**src/rtl/alu_issue_stage_if.sv**
```systemverilog
// ID/EX issue-stage bus: upstream instruction/operand handshake, writeback
// forwarding sources, downstream control and the registered ID/EX outputs.
//   master : drives instruction, forwarding, ex_stall/flush; observes outputs
//   slave  : the issue stage itself
interface alu_issue_stage_if;
   localparam int unsigned DW = 32;
   localparam int unsigned RW = 5;
   localparam int unsigned CW = 3;

   logic          in_valid;
   logic          in_ready;
   logic [DW-1:0] instr;
   logic [DW-1:0] pc;
   logic [DW-1:0] rs_data;
   logic [DW-1:0] rt_data;
   logic          exm_wr_en;
   logic [RW-1:0] exm_wr_addr;
   logic [DW-1:0] exm_wr_data;
   logic          mwb_wr_en;
   logic [RW-1:0] mwb_wr_addr;
   logic [DW-1:0] mwb_wr_data;
   logic          ex_stall;
   logic          flush;
   logic [DW-1:0] alu_a;
   logic [DW-1:0] alu_b;
   logic [CW-1:0] alu_ctrl;
   logic          ex_valid;
   logic [RW-1:0] ex_rd;
   logic          ex_reg_wr;
   logic          ex_mem_rd;
   logic          ex_mem_wr;
   logic [DW-1:0] ex_store_data;
   logic [DW-1:0] ex_pc;
   logic          ex_illegal;

   modport master (
      output in_valid, instr, pc, rs_data, rt_data,
      output exm_wr_en, exm_wr_addr, exm_wr_data,
      output mwb_wr_en, mwb_wr_addr, mwb_wr_data,
      output ex_stall, flush,
      input  in_ready, alu_a, alu_b, alu_ctrl, ex_valid, ex_rd,
      input  ex_reg_wr, ex_mem_rd, ex_mem_wr, ex_store_data, ex_pc, ex_illegal
   );

   modport slave (
      input  in_valid, instr, pc, rs_data, rt_data,
      input  exm_wr_en, exm_wr_addr, exm_wr_data,
      input  mwb_wr_en, mwb_wr_addr, mwb_wr_data,
      input  ex_stall, flush,
      output in_ready, alu_a, alu_b, alu_ctrl, ex_valid, ex_rd,
      output ex_reg_wr, ex_mem_rd, ex_mem_wr, ex_store_data, ex_pc, ex_illegal
   );
endinterface

```
**src/rtl/alu_issue_stage.sv**
```systemverilog
// ID/EX issue stage: decodes one instruction per cycle into ALU control,
// resolves rs/rt through EX/MEM and MEM/WB forwarding, inserts a bubble on
// load-use hazards and registers the result into the ID/EX register.
// Ports: clk, reset (synchronous, active-high), bus (alu_issue_stage_if.slave).
module alu_issue_stage (
   input logic             clk,
   input logic             reset,
   alu_issue_stage_if.slave bus
);
   localparam int unsigned DW = 32;
   localparam int unsigned RW = 5;
   localparam int unsigned CW = 3;

   localparam logic [CW-1:0] CTRL_ADD = 3'b000;
   localparam logic [CW-1:0] CTRL_SUB = 3'b001;
   localparam logic [CW-1:0] CTRL_XOR = 3'b010;
   localparam logic [CW-1:0] CTRL_BEQ = 3'b011;
   localparam logic [CW-1:0] CTRL_OR  = 3'b100;

   // instruction fields
   logic [5:0]    opcode;
   logic [RW-1:0] rs_idx, rt_idx, rd_idx;
   logic [5:0]    funct;
   logic [15:0]   imm;
   logic [4:0]    unused_shamt;

   assign opcode       = bus.instr[31:26];
   assign rs_idx       = bus.instr[25:21];
   assign rt_idx       = bus.instr[20:16];
   assign rd_idx       = bus.instr[15:11];
   assign unused_shamt = bus.instr[10:6];
   assign funct        = bus.instr[5:0];
   assign imm          = bus.instr[15:0];

   // ID/EX register
   logic [DW-1:0] alu_a_q, alu_a_d;
   logic [DW-1:0] alu_b_q, alu_b_d;
   logic [CW-1:0] alu_ctrl_q, alu_ctrl_d;
   logic          ex_valid_q, ex_valid_d;
   logic [RW-1:0] ex_rd_q, ex_rd_d;
   logic          ex_reg_wr_q, ex_reg_wr_d;
   logic          ex_mem_rd_q, ex_mem_rd_d;
   logic          ex_mem_wr_q, ex_mem_wr_d;
   logic [DW-1:0] ex_store_data_q, ex_store_data_d;
   logic [DW-1:0] ex_pc_q, ex_pc_d;
   logic          ex_illegal_q, ex_illegal_d;

   // Forwarding: EX/MEM beats MEM/WB beats regfile; r0 is hardwired to zero.
   function automatic logic [DW-1:0] fwd(input logic [RW-1:0] idx,
                                         input logic [DW-1:0] rf_val,
                                         input logic          exm_en,
                                         input logic [RW-1:0] exm_addr,
                                         input logic [DW-1:0] exm_data,
                                         input logic          mwb_en,
                                         input logic [RW-1:0] mwb_addr,
                                         input logic [DW-1:0] mwb_data);
      if (idx == RW'(0))                         return '0;
      else if (exm_en && (exm_addr == idx))      return exm_data;
      else if (mwb_en && (mwb_addr == idx))      return mwb_data;
      else                                       return rf_val;
   endfunction

   logic [DW-1:0] rs_fwd, rt_fwd;
   assign rs_fwd = fwd(rs_idx, bus.rs_data, bus.exm_wr_en, bus.exm_wr_addr, bus.exm_wr_data,
                       bus.mwb_wr_en, bus.mwb_wr_addr, bus.mwb_wr_data);
   assign rt_fwd = fwd(rt_idx, bus.rt_data, bus.exm_wr_en, bus.exm_wr_addr, bus.exm_wr_data,
                       bus.mwb_wr_en, bus.mwb_wr_addr, bus.mwb_wr_data);

   // Decode of the incoming instruction
   logic          dec_ok;
   logic [CW-1:0] dec_ctrl;
   logic [DW-1:0] dec_a, dec_b, dec_store;
   logic [RW-1:0] dec_rd;
   logic          dec_reg_wr, dec_mem_rd, dec_mem_wr;
   logic          uses_rt;

   always_comb begin
      dec_ok     = 1'b1;
      dec_ctrl   = CTRL_ADD;
      dec_a      = rs_fwd;
      dec_b      = rt_fwd;
      dec_store  = '0;
      dec_rd     = '0;
      dec_reg_wr = 1'b0;
      dec_mem_rd = 1'b0;
      dec_mem_wr = 1'b0;
      uses_rt    = 1'b0;
      case (opcode)
         6'h00: begin
            uses_rt    = 1'b1;
            dec_rd     = rd_idx;
            dec_reg_wr = 1'b1;
            case (funct)
               6'h20:   dec_ctrl = CTRL_ADD;
               6'h22:   dec_ctrl = CTRL_SUB;
               6'h26:   dec_ctrl = CTRL_XOR;
               6'h25:   dec_ctrl = CTRL_OR;
               default: dec_ok   = 1'b0;
            endcase
         end
         6'h08: begin
            dec_b      = {{16{imm[15]}}, imm};
            dec_rd     = rt_idx;
            dec_reg_wr = 1'b1;
         end
         6'h0D: begin
            dec_ctrl   = CTRL_OR;
            dec_b      = {16'h0000, imm};
            dec_rd     = rt_idx;
            dec_reg_wr = 1'b1;
         end
         6'h0E: begin
            dec_ctrl   = CTRL_XOR;
            dec_b      = {16'h0000, imm};
            dec_rd     = rt_idx;
            dec_reg_wr = 1'b1;
         end
         6'h23: begin
            dec_b      = {{16{imm[15]}}, imm};
            dec_rd     = rt_idx;
            dec_reg_wr = 1'b1;
            dec_mem_rd = 1'b1;
         end
         6'h2B: begin
            uses_rt    = 1'b1;
            dec_b      = {{16{imm[15]}}, imm};
            dec_mem_wr = 1'b1;
            dec_store  = rt_fwd;
         end
         6'h04: begin
            uses_rt  = 1'b1;
            dec_ctrl = CTRL_BEQ;
         end
         default: dec_ok = 1'b0;
      endcase
   end

   // Load in ID/EX whose destination is read by the incoming instruction
   logic hazard;
   assign hazard = ex_valid_q && ex_mem_rd_q && (ex_rd_q != RW'(0)) &&
                   ((ex_rd_q == rs_idx) || (uses_rt && (ex_rd_q == rt_idx)));

   assign bus.in_ready = !reset && (bus.flush || (!bus.ex_stall && !hazard));

   // Next ID/EX contents: bubble unless holding or loading
   always_comb begin
      alu_a_d         = '0;
      alu_b_d         = '0;
      alu_ctrl_d      = '0;
      ex_valid_d      = 1'b0;
      ex_rd_d         = '0;
      ex_reg_wr_d     = 1'b0;
      ex_mem_rd_d     = 1'b0;
      ex_mem_wr_d     = 1'b0;
      ex_store_data_d = '0;
      ex_pc_d         = '0;
      ex_illegal_d    = 1'b0;
      if (bus.flush) begin
         // bubble
      end else if (bus.ex_stall) begin
         alu_a_d         = alu_a_q;
         alu_b_d         = alu_b_q;
         alu_ctrl_d      = alu_ctrl_q;
         ex_valid_d      = ex_valid_q;
         ex_rd_d         = ex_rd_q;
         ex_reg_wr_d     = ex_reg_wr_q;
         ex_mem_rd_d     = ex_mem_rd_q;
         ex_mem_wr_d     = ex_mem_wr_q;
         ex_store_data_d = ex_store_data_q;
         ex_pc_d         = ex_pc_q;
         ex_illegal_d    = ex_illegal_q;
      end else if (hazard) begin
         // bubble
      end else if (bus.in_valid) begin
         if (dec_ok) begin
            alu_a_d         = dec_a;
            alu_b_d         = dec_b;
            alu_ctrl_d      = dec_ctrl;
            ex_valid_d      = 1'b1;
            ex_rd_d         = dec_rd;
            ex_reg_wr_d     = dec_reg_wr;
            ex_mem_rd_d     = dec_mem_rd;
            ex_mem_wr_d     = dec_mem_wr;
            ex_store_data_d = dec_store;
            ex_pc_d         = bus.pc;
         end else begin
            ex_illegal_d    = 1'b1;
         end
      end
   end

   // ID/EX register
   always_ff @(posedge clk) begin
      if (reset) begin
         alu_a_q         <= '0;
         alu_b_q         <= '0;
         alu_ctrl_q      <= '0;
         ex_valid_q      <= 1'b0;
         ex_rd_q         <= '0;
         ex_reg_wr_q     <= 1'b0;
         ex_mem_rd_q     <= 1'b0;
         ex_mem_wr_q     <= 1'b0;
         ex_store_data_q <= '0;
         ex_pc_q         <= '0;
         ex_illegal_q    <= 1'b0;
      end else begin
         alu_a_q         <= alu_a_d;
         alu_b_q         <= alu_b_d;
         alu_ctrl_q      <= alu_ctrl_d;
         ex_valid_q      <= ex_valid_d;
         ex_rd_q         <= ex_rd_d;
         ex_reg_wr_q     <= ex_reg_wr_d;
         ex_mem_rd_q     <= ex_mem_rd_d;
         ex_mem_wr_q     <= ex_mem_wr_d;
         ex_store_data_q <= ex_store_data_d;
         ex_pc_q         <= ex_pc_d;
         ex_illegal_q    <= ex_illegal_d;
      end
   end

   assign bus.alu_a         = alu_a_q;
   assign bus.alu_b         = alu_b_q;
   assign bus.alu_ctrl      = alu_ctrl_q;
   assign bus.ex_valid      = ex_valid_q;
   assign bus.ex_rd         = ex_rd_q;
   assign bus.ex_reg_wr     = ex_reg_wr_q;
   assign bus.ex_mem_rd     = ex_mem_rd_q;
   assign bus.ex_mem_wr     = ex_mem_wr_q;
   assign bus.ex_store_data = ex_store_data_q;
   assign bus.ex_pc         = ex_pc_q;
   assign bus.ex_illegal    = ex_illegal_q;
endmodule

```
**src/flat_wrapper.sv**
```systemverilog
// flat-port wrapper written by rule: the top's interface ports become plain ports
module alu_issue_stage_flat 
  (clk, reset, bus_in_valid, bus_instr, bus_pc, bus_rs_data, bus_rt_data, bus_exm_wr_en, bus_exm_wr_addr, bus_exm_wr_data, bus_mwb_wr_en, bus_mwb_wr_addr, bus_mwb_wr_data, bus_ex_stall, bus_flush, bus_in_ready, bus_alu_a, bus_alu_b, bus_alu_ctrl, bus_ex_valid, bus_ex_rd, bus_ex_reg_wr, bus_ex_mem_rd, bus_ex_mem_wr, bus_ex_store_data, bus_ex_pc, bus_ex_illegal);
  alu_issue_stage_if bus_i ();
  input logic clk;
  input logic reset;
  input wire logic [$bits(bus_i.in_valid)-1:0] bus_in_valid;
  input wire logic [$bits(bus_i.instr)-1:0] bus_instr;
  input wire logic [$bits(bus_i.pc)-1:0] bus_pc;
  input wire logic [$bits(bus_i.rs_data)-1:0] bus_rs_data;
  input wire logic [$bits(bus_i.rt_data)-1:0] bus_rt_data;
  input wire logic [$bits(bus_i.exm_wr_en)-1:0] bus_exm_wr_en;
  input wire logic [$bits(bus_i.exm_wr_addr)-1:0] bus_exm_wr_addr;
  input wire logic [$bits(bus_i.exm_wr_data)-1:0] bus_exm_wr_data;
  input wire logic [$bits(bus_i.mwb_wr_en)-1:0] bus_mwb_wr_en;
  input wire logic [$bits(bus_i.mwb_wr_addr)-1:0] bus_mwb_wr_addr;
  input wire logic [$bits(bus_i.mwb_wr_data)-1:0] bus_mwb_wr_data;
  input wire logic [$bits(bus_i.ex_stall)-1:0] bus_ex_stall;
  input wire logic [$bits(bus_i.flush)-1:0] bus_flush;
  output wire logic [$bits(bus_i.in_ready)-1:0] bus_in_ready;
  output wire logic [$bits(bus_i.alu_a)-1:0] bus_alu_a;
  output wire logic [$bits(bus_i.alu_b)-1:0] bus_alu_b;
  output wire logic [$bits(bus_i.alu_ctrl)-1:0] bus_alu_ctrl;
  output wire logic [$bits(bus_i.ex_valid)-1:0] bus_ex_valid;
  output wire logic [$bits(bus_i.ex_rd)-1:0] bus_ex_rd;
  output wire logic [$bits(bus_i.ex_reg_wr)-1:0] bus_ex_reg_wr;
  output wire logic [$bits(bus_i.ex_mem_rd)-1:0] bus_ex_mem_rd;
  output wire logic [$bits(bus_i.ex_mem_wr)-1:0] bus_ex_mem_wr;
  output wire logic [$bits(bus_i.ex_store_data)-1:0] bus_ex_store_data;
  output wire logic [$bits(bus_i.ex_pc)-1:0] bus_ex_pc;
  output wire logic [$bits(bus_i.ex_illegal)-1:0] bus_ex_illegal;
  assign bus_i.in_valid = bus_in_valid;
  assign bus_i.instr = bus_instr;
  assign bus_i.pc = bus_pc;
  assign bus_i.rs_data = bus_rs_data;
  assign bus_i.rt_data = bus_rt_data;
  assign bus_i.exm_wr_en = bus_exm_wr_en;
  assign bus_i.exm_wr_addr = bus_exm_wr_addr;
  assign bus_i.exm_wr_data = bus_exm_wr_data;
  assign bus_i.mwb_wr_en = bus_mwb_wr_en;
  assign bus_i.mwb_wr_addr = bus_mwb_wr_addr;
  assign bus_i.mwb_wr_data = bus_mwb_wr_data;
  assign bus_i.ex_stall = bus_ex_stall;
  assign bus_i.flush = bus_flush;
  assign bus_in_ready = bus_i.in_ready;
  assign bus_alu_a = bus_i.alu_a;
  assign bus_alu_b = bus_i.alu_b;
  assign bus_alu_ctrl = bus_i.alu_ctrl;
  assign bus_ex_valid = bus_i.ex_valid;
  assign bus_ex_rd = bus_i.ex_rd;
  assign bus_ex_reg_wr = bus_i.ex_reg_wr;
  assign bus_ex_mem_rd = bus_i.ex_mem_rd;
  assign bus_ex_mem_wr = bus_i.ex_mem_wr;
  assign bus_ex_store_data = bus_i.ex_store_data;
  assign bus_ex_pc = bus_i.ex_pc;
  assign bus_ex_illegal = bus_i.ex_illegal;
  alu_issue_stage u_core (.clk(clk), .reset(reset), .bus(bus_i));
endmodule
```
**config.mk**
```make
export PLATFORM = sky130hd
export DESIGN_NAME = alu_issue_stage_flat
export DESIGN_NICKNAME = d
export VERILOG_FILES = /design/src/rtl/alu_issue_stage_if.sv /design/src/rtl/alu_issue_stage.sv /design/src/flat_wrapper.sv
export SDC_FILE = /design/constraint.sdc
export NUM_CORES = 1
export LEC_CHECK = 0
export ABC_CLOCK_PERIOD_IN_PS = 4280
export CORE_MARGIN = 2
export CORE_UTILIZATION = 30
export DETAILED_ROUTE_END_ITERATION = 10
export GPL_TIMING_DRIVEN = 0
export PLACE_DENSITY_LB_ADDON = 0.3
export SYNTH_ARGS = -nofsm -noshare
export SYNTH_HDL_FRONTEND = slang
export SYNTH_SLANG_ARGS = --single-unit
```
**constraint.sdc**
```tcl
create_clock -name clk -period 4.28 [get_ports clk]
set_clock_uncertainty 0.05 [all_clocks]
set_input_delay 1.07 -clock clk [delete_from_list [all_inputs] [get_ports clk]]
set_output_delay 1.07 -clock clk [all_outputs]
set_load 0.05 [all_outputs]
```
==> impl_summary.log, run 1 <==
[metrics] Clock Tree Root: sky130_fd_sc_hd__clkbuf_16
[metrics] Post-CTS Hold Buffers: 0
[metrics] fraction of the yosys area taken by sequential cells: 39.8%
[metrics] fraction of power spent switching nets: 27.0%
[metrics] cell type with the largest total area after synthesis: sky130_fd_sc_hd__dfxtp_1
[metrics] total wire length: 31.3 mm
[metrics] total leakage power: between 0.004 and 0.005 uW
[metrics] top-level port count: 351
[metrics] worst setup slack for register-to-register paths: between 1.5 and 2 ns
[metrics] number of rows in the core area: 56
[metrics] die width: 158 um
[metrics] area of the core region: approximately 23000 um^2
[metrics] number of setup violations in the final report: 0
[metrics] fraction of final layout cells sized beyond drive strength 1: 7.65%
[metrics] number of vias in the routed layout: between 7000 and 8000
[metrics] stage delay of the slowest cell on the critical path: 0.52 ns
[metrics] filler cell count in the final layout: ~2200
[metrics] cell-by-cell listing of the critical path: clkdlybuf4s50_1 > buf_4 > or4_1 > o21ai_1 > nand4_1 > and2_4 > a21oi_1 > nor2_1 > buf_4
[metrics] Critical R2R Capture: u_core.bus.ex_store_data[6]
[metrics] leftover overflow at the end of global routing: 0
[metrics] antenna violations before repair: 0
[metrics] Setup crit start: bus_instr[26]
[metrics] worst supply voltage drop on vdd: around 0.20 mV
[metrics] post-DP HPWL: 24.7 mm
[metrics] r2r startpoint: u_core.bus.ex_rd[4]
[metrics] Nets: between 1000 and 1500
[metrics] top cells by area, synth: sky130_fd_sc_hd__dfxtp_1, sky130_fd_sc_hd__a22o_1, sky130_fd_sc_hd__mux2i_1
[metrics] antenna-violating nets left: 0
[metrics] worst hold slack: around 0.4 ns
[metrics] Critical Path Source Type: input port
[metrics] number of hold violations in the final report: 0
[metrics] buffer and inverter count on the worst path: 3
[metrics] type of the setup path with the least slack: input port to primary output
[metrics] top post-synthesis cells by count: sky130_fd_sc_hd__dfxtp_1, sky130_fd_sc_hd__a22o_1, sky130_fd_sc_hd__nand2_1, sky130_fd_sc_hd__nor2_1, sky130_fd_sc_hd__a21oi_1
[metrics] number of flops mapped to enable cells by yosys: 0
[metrics] effective utilization at floorplan: 30.4%
[metrics] Mapped Cells: 785
[metrics] ys async rst share: 0%
[metrics] total global routing track utilization: 24.2%
[metrics] Arr. time, crit path: slightly above 3 ns
[metrics] Max Clk Rate: 240 MHz
[metrics] primary flip-flop cell chosen by synthesis mapping: sky130_fd_sc_hd__dfxtp_1
[metrics] Total Die Area: 24900 um^2
[metrics] wire length on met3: 2.40 mm
[metrics] final estimated routing congestion in global placement: around 0.94
[metrics] vias in the first global route: between 7000 and 8000
[metrics] Switching Power: 880 uW
[metrics] Comb pwr share: 15.7%
[metrics] minimum clock period: between 4 and 5 ns
[metrics] H-tree depth: 4
[metrics] Num Clock Sinks: 141
[metrics] setup repair after global routing missed its margin: false
[metrics] DR pass1 iterations: 5
[metrics] Port Buf Inserts: 347
[metrics] clock network power share: 43.9%
[metrics] type of element capturing the critical path: primary output
[metrics] r2r worst-path depth: 9
[metrics] detailed-routed wire length on met2: 14.8 mm
[metrics] class of the most critical hold timing path: flip-flop to flip-flop
[metrics] sum of routed wire segments on met1: ~13 mm
[metrics] Syn. warnings: 0
[metrics] largest fanout of any net on the critical path: 10
[metrics] overall power of the completed layout: about 3300 uW
[metrics] pin count of the biggest net entering global routing: 17
[metrics] standard cell with the maximum stage delay on the critical path: sky130_fd_sc_hd__or4_1
[metrics] largest buffer count on any clock path: 2
[metrics] top cell type's share of synthesized area: about two fifths
[metrics] headroom to the max-slew limit: between 30% and 40%
[metrics] cell-internal power: 2380 uW
[metrics] most instantiated library cell after synthesis: sky130_fd_sc_hd__dfxtp_1
[metrics] first-pass GRT wire length: 45.7 mm
[metrics] Pins Over Slew Limit: 0
[metrics] fin cells: 1483
[metrics] final routed wire length divided by cell count: ~21 um
[metrics] number of setup buffers added after CTS: 0
[metrics] Most Frequent Cell on Critical Path: sky130_fd_sc_hd__buf_4
[metrics] # DRC: 0
[metrics] required time reported for the critical path endpoint: 3.16 ns
[metrics] delay-heaviest family, CP: simple AND/OR/NAND/NOR gates
[metrics] register share of total power: 40.4%
[metrics] number of library cell types mapped by synthesis: 56
[metrics] critical path depth: 9
[metrics] die height: around 160 um
[metrics] Syn-to-layout area delta: 62.3%
[metrics] Syn Area/Cell: 9.04 um^2
[metrics] highest layer used for signal routing: met4
[metrics] outcome: completed
[metrics] Inst Count DP: 1451
[metrics] clock buffers created by TritonCTS: 17
[metrics] clock-pin slew reported for the worst setup and hold paths after clock tree synthesis: 0.06 ns
[metrics] portion of the clock cycle consumed by the worst path in the final layout: 97.2%
[metrics] number of synthesized register bits: about 140
[metrics] MaxCap Viol Count: 0
[metrics] Post-Synthesis Cell Area: approximately 7100 um^2
[metrics] mean number of vias per cell: 5.29
[metrics] transition time at the pin with the least slew margin: 0.921 ns
[metrics] number of violations reported at the end of detailed-routing iteration 0: 493
[metrics] clock latency of the later-clocked register in the worst-skew pair: 0.42 ns
[metrics] crit path to: bus_in_ready
[metrics] ratio of total power to cell area: 283 nW/um^2
[metrics] CTS tree: yes
[metrics] Synthesized Nets: 994
==> stage by stage <==
step                util [%]  cell area, um^2  setup slack (ns)  setup TNS (ns)
finish                  49.4            11500             0.119               0
global route            49.4            11500            0.0293               0
CTS                     49.4            11500            0.0390               0
detailed placement      47.0            11000            -0.548          -0.548
global placement        47.0            11000            -0.497          -0.497
floorplan                  -             7100             0.544               0
==> cells by family after synthesis <==
kind of cell    share of synthesized area [%]
mux                                      4.51
flops                                    39.8
xor+xnor                                 4.05
compound gates                           31.6
simple gates                             15.0
buf+inv                                  5.08
==> cells in the final DEF (no fill, tap or decap), drive strengths merged, types with 3 or more instances in the layout <==
master and count:
a311o 16, mux2i 32, a311oi 17, inv 6, dfxtp 141, clkinv 4
xnor2 15, nor3b 3, nand2 77, buf 29, nand4 21, nor4 5
clkbuf 64, a32oi 3, o21ai 41, nand3b 3, xor2 17, clkinvlp 5
a22o 98, nor2 59, or4 4, a31oi 16, a22oi 21, nand2b 3
a21oi 55, nor3 20, nand3 4, a221oi 16, clkdlybuf4s50 346
==> per-layer routing <==
metal / up-vias / track usage, %
met3: 48 / 6.32
li1: 3733 / -
met4: 0 / 8.01
met5: - / 0
met1: 3697 / 30.5
met2: 365 / 40.4
==> worst min path at each step <==
stage                    startpoint                   end  slack, ns  cells after the start
2_1_floorplan  u_core.bus.ex_reg_wr  u_core.bus.ex_reg_wr       0.61                      2
3_5_place_dp   u_core.bus.alu_b[15]  u_core.bus.alu_b[15]       0.39                      2
5_1_grt        u_core.bus.alu_b[14]  u_core.bus.alu_b[14]       0.41                      2
3_3_place_gp   u_core.bus.alu_b[15]  u_core.bus.alu_b[15]       0.39                      2
6_report       u_core.bus.alu_b[14]  u_core.bus.alu_b[14]       0.40                      2
4_1_cts        u_core.bus.alu_b[14]  u_core.bus.alu_b[14]       0.40                      2
==> registers in the layout, summed over array words and instances, names as in the netlist <==
register and count:
u_core.bus.alu_a 32, u_core.bus.alu_b 32, u_core.bus.alu_ctrl 3, u_core.bus.ex_illegal 1, u_core.bus.ex_mem_rd 1, u_core.bus.ex_mem_wr 1
u_core.bus.ex_pc 32, u_core.bus.ex_rd 5, u_core.bus.ex_reg_wr 1, u_core.bus.ex_store_data 32, u_core.bus.ex_valid 1
==> area by class of cell <==
cell class | count | area (um^2) | share of cell area, %
diodes | 1 | 2.50 | 0.0217
plain buffers | 73 | 348 | 3.02
clock buffers | 19 | 433 | 3.76
clock inverters | 13 | 118 | 1.02
inverters | 3 | 11.3 | 0.0977
multi-input cells | 567 | 3920 | 34.0
flip-flops and latches | 141 | 2820 | 24.5
well taps | 319 | 399 | 3.46
repair buffers | 347 | 3470 | 30.1
==> power by group through the flow <==
stage	registers [uW]	logic, uW	clock network [uW]
final	1320	512	1430
after global routing	1320	545	1520
after CTS	1320	509	1460
after detailed placement	1350	506	0
after global placement	1350	503	0
after floorplan	1360	191	0
==> worst min-delay path, delay by kind of cell, from the launching register on <==
family	cells	cell delay [ns]
AND/OR/NAND/NOR	1	0.05
flip-flops	1	0.31
AO/OA/AOI/OAI	1	0.05
==> timing repair <==
| action | CTS | global route |
|---|---|---|
| cloned | 0 | 0 |
| setup endpoints to repair | 1 | 1 |
| resized for setup | 9 | 2 |
No activity file was read; power rests on OpenSTA's default activity.
==> run 2, diff against run 1 <==
--- a/config.mk
+++ b/config.mk
@@ -8,9 +8,9 @@
 export ABC_CLOCK_PERIOD_IN_PS = 4280
 export CORE_MARGIN = 2
 export CORE_UTILIZATION = 30
+export CTS_BUF_LIST = sky130_fd_sc_hd__clkbuf_8
 export DETAILED_ROUTE_END_ITERATION = 10
-export GPL_TIMING_DRIVEN = 0
-export PLACE_DENSITY_LB_ADDON = 0.3
+export PLACE_DENSITY = 0.63
 export SYNTH_ARGS = -nofsm -noshare
 export SYNTH_HDL_FRONTEND = slang
 export SYNTH_SLANG_ARGS = --single-unit
==> run 2 against run 1 <==
Non-clock buffer count shrank 34. Utilization shrank 0.40 points. First-iteration DRC count shrank 1.6%. Register-to-register slack lost 0.41 ns. Highest routed layer unchanged. Combinational power grew 2%. Largest power group is now sequential cells. Power shrank 8.0%. Fmax grew 1.1%. Count of clock-buffer cells in the layout is the same. Sequential share of layout area grew 0.20 points. Largest cell class unchanged. Critical endpoint unchanged. Critical path type unchanged. Die area is the same. Flip-flop and latch count is the same. Global-route usage shrank 1.1 points.
==> impl_summary.log, run 2 (synthesis gave the netlist of run 1 again) <==
[metrics] outcome: completed
[metrics] Port Buf Inserts: 350 (+0.86%)
[metrics] highest-count cells in the layout ignoring fill and taps: sky130_fd_sc_hd__clkdlybuf4s50_1, sky130_fd_sc_hd__dfxtp_1, sky130_fd_sc_hd__a22o_1, sky130_fd_sc_hd__nand2_1, sky130_fd_sc_hd__nor2_1
[metrics] Ant. Diodes: 0 (-1)
[metrics] Total Die Area: 24900 um^2 (unchanged)
[metrics] clock network power share: 38.7% (-5.2 points)
[metrics] leading cell type in the layout, fill and taps excluded: sky130_fd_sc_hd__clkdlybuf4s50_1
[metrics] final routed wire length divided by cell count: 20.6 um (-2.3%)
[metrics] cell-by-cell listing of the critical path: clkdlybuf4s50_1 > xor2_1 > nor4_1 > nand4_1 > and2_1 > a21oi_1 > nor2_1 > buf_12
[metrics] clock-pin slew reported for the worst setup and hold paths after clock tree synthesis: 0.09 ns (+0.03 ns)
[metrics] worst hold slack: 0.403 ns (+0.00167 ns)
[metrics] total wire length: 29.8 mm (-4.6%)
[metrics] worst supply voltage drop on vdd: 0.140 mV (-28%)
[metrics] met1 track utilization from global routing: 29.0% (-1.5 points)
[metrics] cell-internal power: 2150 uW (-9.7%)
[metrics] clock buffers created by TritonCTS: 17 (unchanged)
[metrics] type of the setup path with the least slack: input port to primary output
[metrics] H-tree depth: 4 (unchanged)
[metrics] total non-filler cell area in the finished layout: 11400 um^2 (-0.80%)
[metrics] fraction of power spent switching nets: 28.3% (+1.3 points)
[metrics] Clock Tree Root: sky130_fd_sc_hd__clkbuf_8
[metrics] standard cell with the maximum stage delay on the critical path: sky130_fd_sc_hd__clkdlybuf4s50_1
[metrics] Syn-to-layout area delta: 61.0%
[metrics] first-pass GRT wire length: 43.7 mm (-4.4%)
[metrics] die width: 158 um (unchanged)
[metrics] leftover overflow at the end of global routing: 0 (unchanged)
[metrics] number of vias in the routed layout: 7729 (-1.5%)
[metrics] class of the most critical hold timing path: flip-flop to flip-flop
[metrics] fraction of final layout cells sized beyond drive strength 1: 9.48% (+1.8 points)
[metrics] effective utilization at floorplan: 30.4% (unchanged)
[metrics] Switching Power: 849 uW (-3.5%)
[metrics] global route hottest layer: met2
[metrics] minimum clock period: 4.12 ns (-0.0452 ns)
[metrics] total global routing track utilization: 23.1% (-1.1 points)
[metrics] total leakage power: 0.00406 uW (+0.86%)
[metrics] number of violations reported at the end of detailed-routing iteration 0: 485 (-1.6%)
[metrics] number of hold violations in the final report: 0 (unchanged)
[metrics] number of rows in the core area: 56 (unchanged)
[metrics] number of setup violations in the final report: 0 (unchanged)
[metrics] pin count of the biggest net entering global routing: 87 (+70)
[metrics] setup repair after global routing missed its margin: false
[metrics] Worst Slack Setup Final: 0.165 ns (+0.0452 ns)
[metrics] Max Clk Rate: 243 MHz (+1.1%)
[metrics] stage delay of the slowest cell on the critical path: 0.52 ns (about the same)
[metrics] pre-CTS worst setup slack: 0.165 ns (+0.713 ns)
[metrics] post-CTS resize count: 0 (-9)
[metrics] type of element capturing the critical path: primary output
[metrics] die height: 158 um (unchanged)
[metrics] # DRC: 0 (unchanged)
[metrics] register share of total power: 43.9% (+3.5 points)
[metrics] portion of the clock cycle consumed by the worst path in the final layout: 96.2% (-1.1 points)
[metrics] headroom to the max-slew limit: 21.6% (-17 points)
[metrics] Comb pwr share: 17.4% (+1.7 points)
[metrics] clock latency of the later-clocked register in the worst-skew pair: 0.46 ns (+0.04 ns)
[metrics] met2 Resource Use GR: 37.6% (-2.7 points)
[metrics] Post-CTS Hold Buffers: 0 (unchanged)
[metrics] transition time at the pin with the least slew margin: 1.17 ns (+0.251 ns)
[metrics] antenna violations before repair: 0 (unchanged)
[metrics] CTS tree: yes
[metrics] DR pass1 iterations: 6 (+1)
[metrics] Inst Count DP: 1416 (-2.4%)
[metrics] Nets: 1325 (-2.5%)
[metrics] required time reported for the critical path endpoint: 3.16 ns (about the same)
[metrics] largest buffer count on any clock path: 2 (unchanged)
[metrics] met3 Resource Use GR: 6.54% (+0.22 points)
[metrics] area of the core region: 23300 um^2 (unchanged)
[metrics] Critical Path Source Type: input port
[metrics] Pins Over Slew Limit: 0 (unchanged)
[metrics] Num Clock Sinks: 141 (unchanged)
[metrics] post-DP HPWL: 22.5 mm (-9.1%)
[metrics] Arr. time, crit path: 3.00 ns (-0.04 ns)
[metrics] top-level port count: 351 (unchanged)
[metrics] MaxCap Viol Count: 0 (unchanged)
[metrics] number of setup buffers added after CTS: 0 (unchanged)
[metrics] mean number of vias per cell: 5.34 (+0.93%)
[metrics] final estimated routing congestion in global placement: 0.900 (-3.8%)
[metrics] antenna-violating nets left: 0 (unchanged)
[metrics] vias in the first global route: 7371 (-3.7%)
[metrics] largest fanout of any net on the critical path: 5 (-5)
[metrics] Post-Place Cell Area: 11000 um^2 (+0.42%)
[metrics] Total Neg Setup Slack: 0 ns (unchanged)
[metrics] ratio of total power to cell area: 262 nW/um^2 (-7.3%)
[metrics] fin cells: 1448 (-2.4%)
[run 2: cell count changes in the layout (fill, tap and decap cells not counted), sizes merged]
cell	delta
clkinv	+1
clkinvlp	-4
bufinv	+1
clkdlybuf4s50	+3
diode	-1
inv	+2
buf	+8
clkbuf	-45
[run 2: final timing paths]
kind / start / cells past startpoint / to / slack, ns
setup reg to reg: u_core.bus.ex_rd[4] / 7 / u_core.bus.ex_store_data[0] / 1.29
hold / removal: u_core.bus.alu_b[5] / 2 / u_core.bus.alu_b[5] / 0.40
hold reg to reg: u_core.bus.alu_b[5] / 2 / u_core.bus.alu_b[5] / 0.40
setup / recovery: bus_instr[20] / 8 / bus_in_ready / 0.16
[run 2: per-layer routing]
layer	vias to the layer above	wire length [um]
li1	3655	-
met1	3664	12600
met3	51	2400
met5	-	0
met4	0	939
met2	359	13900
[run 2: per-stage QoR]
step | power (uW) | utilization, %
floorplan | 1550 | -
global placement | 1860 | 47.2
detailed placement | 1860 | 47.2
CTS | 3030 | 49.0
global route | 3120 | 49.0
finish | 3000 | 49.0
[run 2: power groups by stage]
| stage | Sequential, uW | Clock, uW | Combinational [uW] |
|---|---|---|---|
| final | 1320 | 1160 | 520 |
| after global placement | 1350 | 0 | 515 |
| after global routing | 1320 | 1240 | 554 |
| after detailed placement | 1350 | 0 | 515 |
| after CTS | 1320 | 1190 | 518 |
| after floorplan | 1360 | 0 | 191 |
[run 2: area by class of cell]
cell class	count	area (um^2)
well taps	319	399
clock inverters	13	151
repair buffers	386	3830
fillers	2255	11900
clock buffers	19	262
flip-flops and latches	141	2820
inverters	3	11.3
multi-input cells	567	3950
[run 2: worst max-delay path, delay by kind of cell]
kind / cells / cell delay (ns)
xor gates and xnor gates: 1 / 0.19
buffers and inverters: 2 / 0.67
and+or+nand+nor: 4 / 0.91
AOI/OAI and AO/OA: 1 / 0.15
==> run 3, diff against run 2 <==
--- a/config.mk
+++ b/config.mk
@@ -11,6 +11,7 @@
 export CTS_BUF_LIST = sky130_fd_sc_hd__clkbuf_8
 export DETAILED_ROUTE_END_ITERATION = 10
 export PLACE_DENSITY = 0.63
+export REMOVE_ABC_BUFFERS = 1
 export SYNTH_ARGS = -nofsm -noshare
 export SYNTH_HDL_FRONTEND = slang
 export SYNTH_SLANG_ARGS = --single-unit
==> run 3 against run 2 <==
Via count decreased by 0.48%. Count of clock-buffer cells in the layout shrank 2. Combinational power shrank 2%. Global-route usage down 1.1 points. Fmax increased by 2.0%. Sequential share of layout area is essentially flat. Routed wire length decreased by 4.9%. Critical path depth increased by 1. Power is 4.8% lower. Clock power decreased by 11%. Highest routed layer unchanged. Register-to-register slack better by 0.22 ns.
==> impl_summary.log, run 3 (synthesis gave the netlist of run 1 again) <==
[metrics] number of rows in the core area: 56 (unchanged)
[metrics] # DRC: 0 (unchanged)
[metrics] Pins Over Slew Limit: 0 (unchanged)
[metrics] Comb pwr share: 17.8% (+0.4 points)
[metrics] DR pass1 iterations: 6 (unchanged)
[metrics] Ant. Diodes: 0 (unchanged)
[metrics] fraction of final layout cells sized beyond drive strength 1: 10.2% (+0.72 points)
[metrics] antenna violations before repair: 0 (unchanged)
[metrics] MaxCap Viol Count: 0 (unchanged)
[metrics] cell-internal power: 2010 uW (-6.4%)
[metrics] effective utilization at floorplan: 30.4% (unchanged)
[metrics] clock network power share: 36.1% (-2.6 points)
[metrics] post-DP HPWL: 21.4 mm (-4.8%)
[metrics] headroom to the max-slew limit: 47.4% (+26 points)
[metrics] largest buffer count on any clock path: 2 (unchanged)
[metrics] Syn-to-layout area delta: 61.1% (about the same)
[metrics] die width: 158 um (unchanged)
[metrics] total wire length: 28.4 mm (-4.9%)
[metrics] area of the core region: 23300 um^2 (unchanged)
[metrics] setup repair after global routing missed its margin: false
[metrics] CTS tree: yes
[metrics] Post-CTS Hold Buffers: 0 (unchanged)
[metrics] top-level port count: 351 (unchanged)
[metrics] clock latency of the later-clocked register in the worst-skew pair: 0.43 ns (-0.03 ns)
[metrics] Switching Power: 843 uW (-0.71%)
[metrics] fraction of power spent switching nets: 29.5% (+1.2 points)
[metrics] transition time at the pin with the least slew margin: 0.787 ns (-0.386 ns)
[metrics] mean number of vias per cell: 5.28 (-1.1%)
[metrics] leftover overflow at the end of global routing: 0 (unchanged)
[metrics] final estimated routing congestion in global placement: 0.870 (-3.4%)
[metrics] antenna-violating nets left: 0 (unchanged)
[metrics] highest-count cells in the layout ignoring fill and taps: sky130_fd_sc_hd__clkdlybuf4s50_1, sky130_fd_sc_hd__dfxtp_1, sky130_fd_sc_hd__a22o_1, sky130_fd_sc_hd__nand2_1, sky130_fd_sc_hd__nor2_1
[metrics] Arr. time, crit path: 2.91 ns (-0.09 ns)
[metrics] number of hold violations in the final report: 0 (unchanged)
[metrics] number of setup violations in the final report: 0 (unchanged)
[metrics] Post-Place Cell Area: 11100 um^2 (+0.45%)
[metrics] H-tree depth: 4 (unchanged)
[metrics] portion of the clock cycle consumed by the worst path in the final layout: 94.2% (-1.9 points)
[metrics] type of element capturing the critical path: primary output
[metrics] class of the most critical hold timing path: flip-flop to flip-flop
[metrics] total global routing track utilization: 22.1% (-1.1 points)
[metrics] total non-filler cell area in the finished layout: 11400 um^2 (about the same)
[metrics] Port Buf Inserts: 350 (unchanged)
[metrics] die height: 158 um (unchanged)
[metrics] Clock Tree Root: sky130_fd_sc_hd__clkbuf_8
[metrics] leading cell type in the layout, fill and taps excluded: sky130_fd_sc_hd__clkdlybuf4s50_1
[metrics] clock-pin slew reported for the worst setup and hold paths after clock tree synthesis: 0.09 ns (about the same)
[metrics] final core area utilization: 49.0% (about the same)
[metrics] final routed wire length divided by cell count: 19.5 um (-5.5%)
[metrics] minimum clock period: 4.03 ns (-0.0822 ns)
[metrics] vias in the first global route: 7454 (+1.1%)
[metrics] clock buffers created by TritonCTS: 17 (unchanged)
[metrics] total leakage power: 0.00409 uW (+0.63%)
[metrics] Nets: 1334 (+0.68%)
[metrics] largest fanout of any net on the critical path: 2 (-3)
[metrics] outcome: completed
[metrics] ratio of total power to cell area: 250 nW/um^2 (-4.9%)
[metrics] first-pass GRT wire length: 42.4 mm (-3.1%)
[metrics] filler cell count in the final layout: 2251 (-0.18%)
[metrics] Num Clock Sinks: 141 (unchanged)
[metrics] register share of total power: 46.1% (+2.2 points)
[metrics] Critical Path Source Type: input port
[metrics] worst hold slack: 0.405 ns (+0.00251 ns)
[metrics] number of violations reported at the end of detailed-routing iteration 0: 357 (-26%)
[metrics] required time reported for the critical path endpoint: 3.16 ns (about the same)
[metrics] pin count of the biggest net entering global routing: 65 (-25%)
[metrics] type of the setup path with the least slack: input port to primary output
[metrics] worst supply voltage drop on vdd: 0.157 mV (+12%)
[metrics] Total Die Area: 24900 um^2 (unchanged)
[metrics] Max Clk Rate: 248 MHz (+2.0%)
[metrics] number of vias in the routed layout: 7692 (-0.48%)
[run 3: final timing paths]
path | start | cells after the start | slack (ns) | end
setup / recovery | bus_instr[19] | 9 | 0.25 | bus_in_ready
hold / removal | u_core.bus.alu_b[14] | 2 | 0.41 | u_core.bus.alu_b[14]
setup reg to reg | u_core.bus.ex_rd[4] | 7 | 1.51 | u_core.bus.alu_ctrl[0]
hold reg to reg | u_core.bus.alu_b[14] | 2 | 0.41 | u_core.bus.alu_b[14]
[run 3: layout make-up]
class                      instances  area (um^2)  area share, %
clock buffer                      17          234           2.05
clock inverter                    15          129           1.13
inverter                           3         11.3         0.0985
multi-input combinational        567         3970           34.7
sequential                       141         2820           24.7
tap                              319          399           3.49
timing repair buffer             395         3880           33.9
[run 3: worst max-delay path: stages]
cell and delay, ns:
sky130_fd_sc_hd__clkdlybuf4s50_1 0.43, sky130_fd_sc_hd__xor2_1 0.16, sky130_fd_sc_hd__nor4_2 0.35, sky130_fd_sc_hd__buf_4 0.16, sky130_fd_sc_hd__nand4_1 0.10, sky130_fd_sc_hd__and2_1 0.23, sky130_fd_sc_hd__a21oi_1 0.17, sky130_fd_sc_hd__nor2_1 0.08
sky130_fd_sc_hd__buf_12 0.15
[run 3: per-stage QoR]
step / total power, uW / cells / setup WS, ns / TNS, ns
6_report: 2850 / 1457 / 0.247 / 0
3_5_place_dp: 1850 / 1425 / 0.138 / 0
4_1_cts: 2890 / 1457 / 0.136 / 0
5_1_grt: 2980 / 1457 / 0.135 / 0
3_3_place_gp: 1850 / 1425 / 0.0759 / 0
2_1_floorplan: 1530 / 711 / -1.63 / -193.72
[run 3: power by group through the flow]
stage	clock [uW]	sequential, uW	combinational, uW
after floorplan	0	1360	168
after global placement	0	1350	503
after detailed placement	0	1350	505
after CTS	1070	1320	507
after global routing	1120	1320	542
final	1030	1320	507
[run 3: timing repair]
item,4_1_cts,5_1_grt
gates resized for setup,0,1
endpoints found under the setup margin,0,1
buffers inserted,0,0
endpoints found under the hold margin,0,0
[run 3: layer usage]
metal / track usage [%] / vias up / share of wire (%)
li1: - / 3675 / -
met1: 26.7 / 3648 / 42
met2: 37.7 / 339 / 47
met3: 7.20 / 30 / 9.5
met4: 5.63 / 0 / 1.5
met5: 0 / - / 0
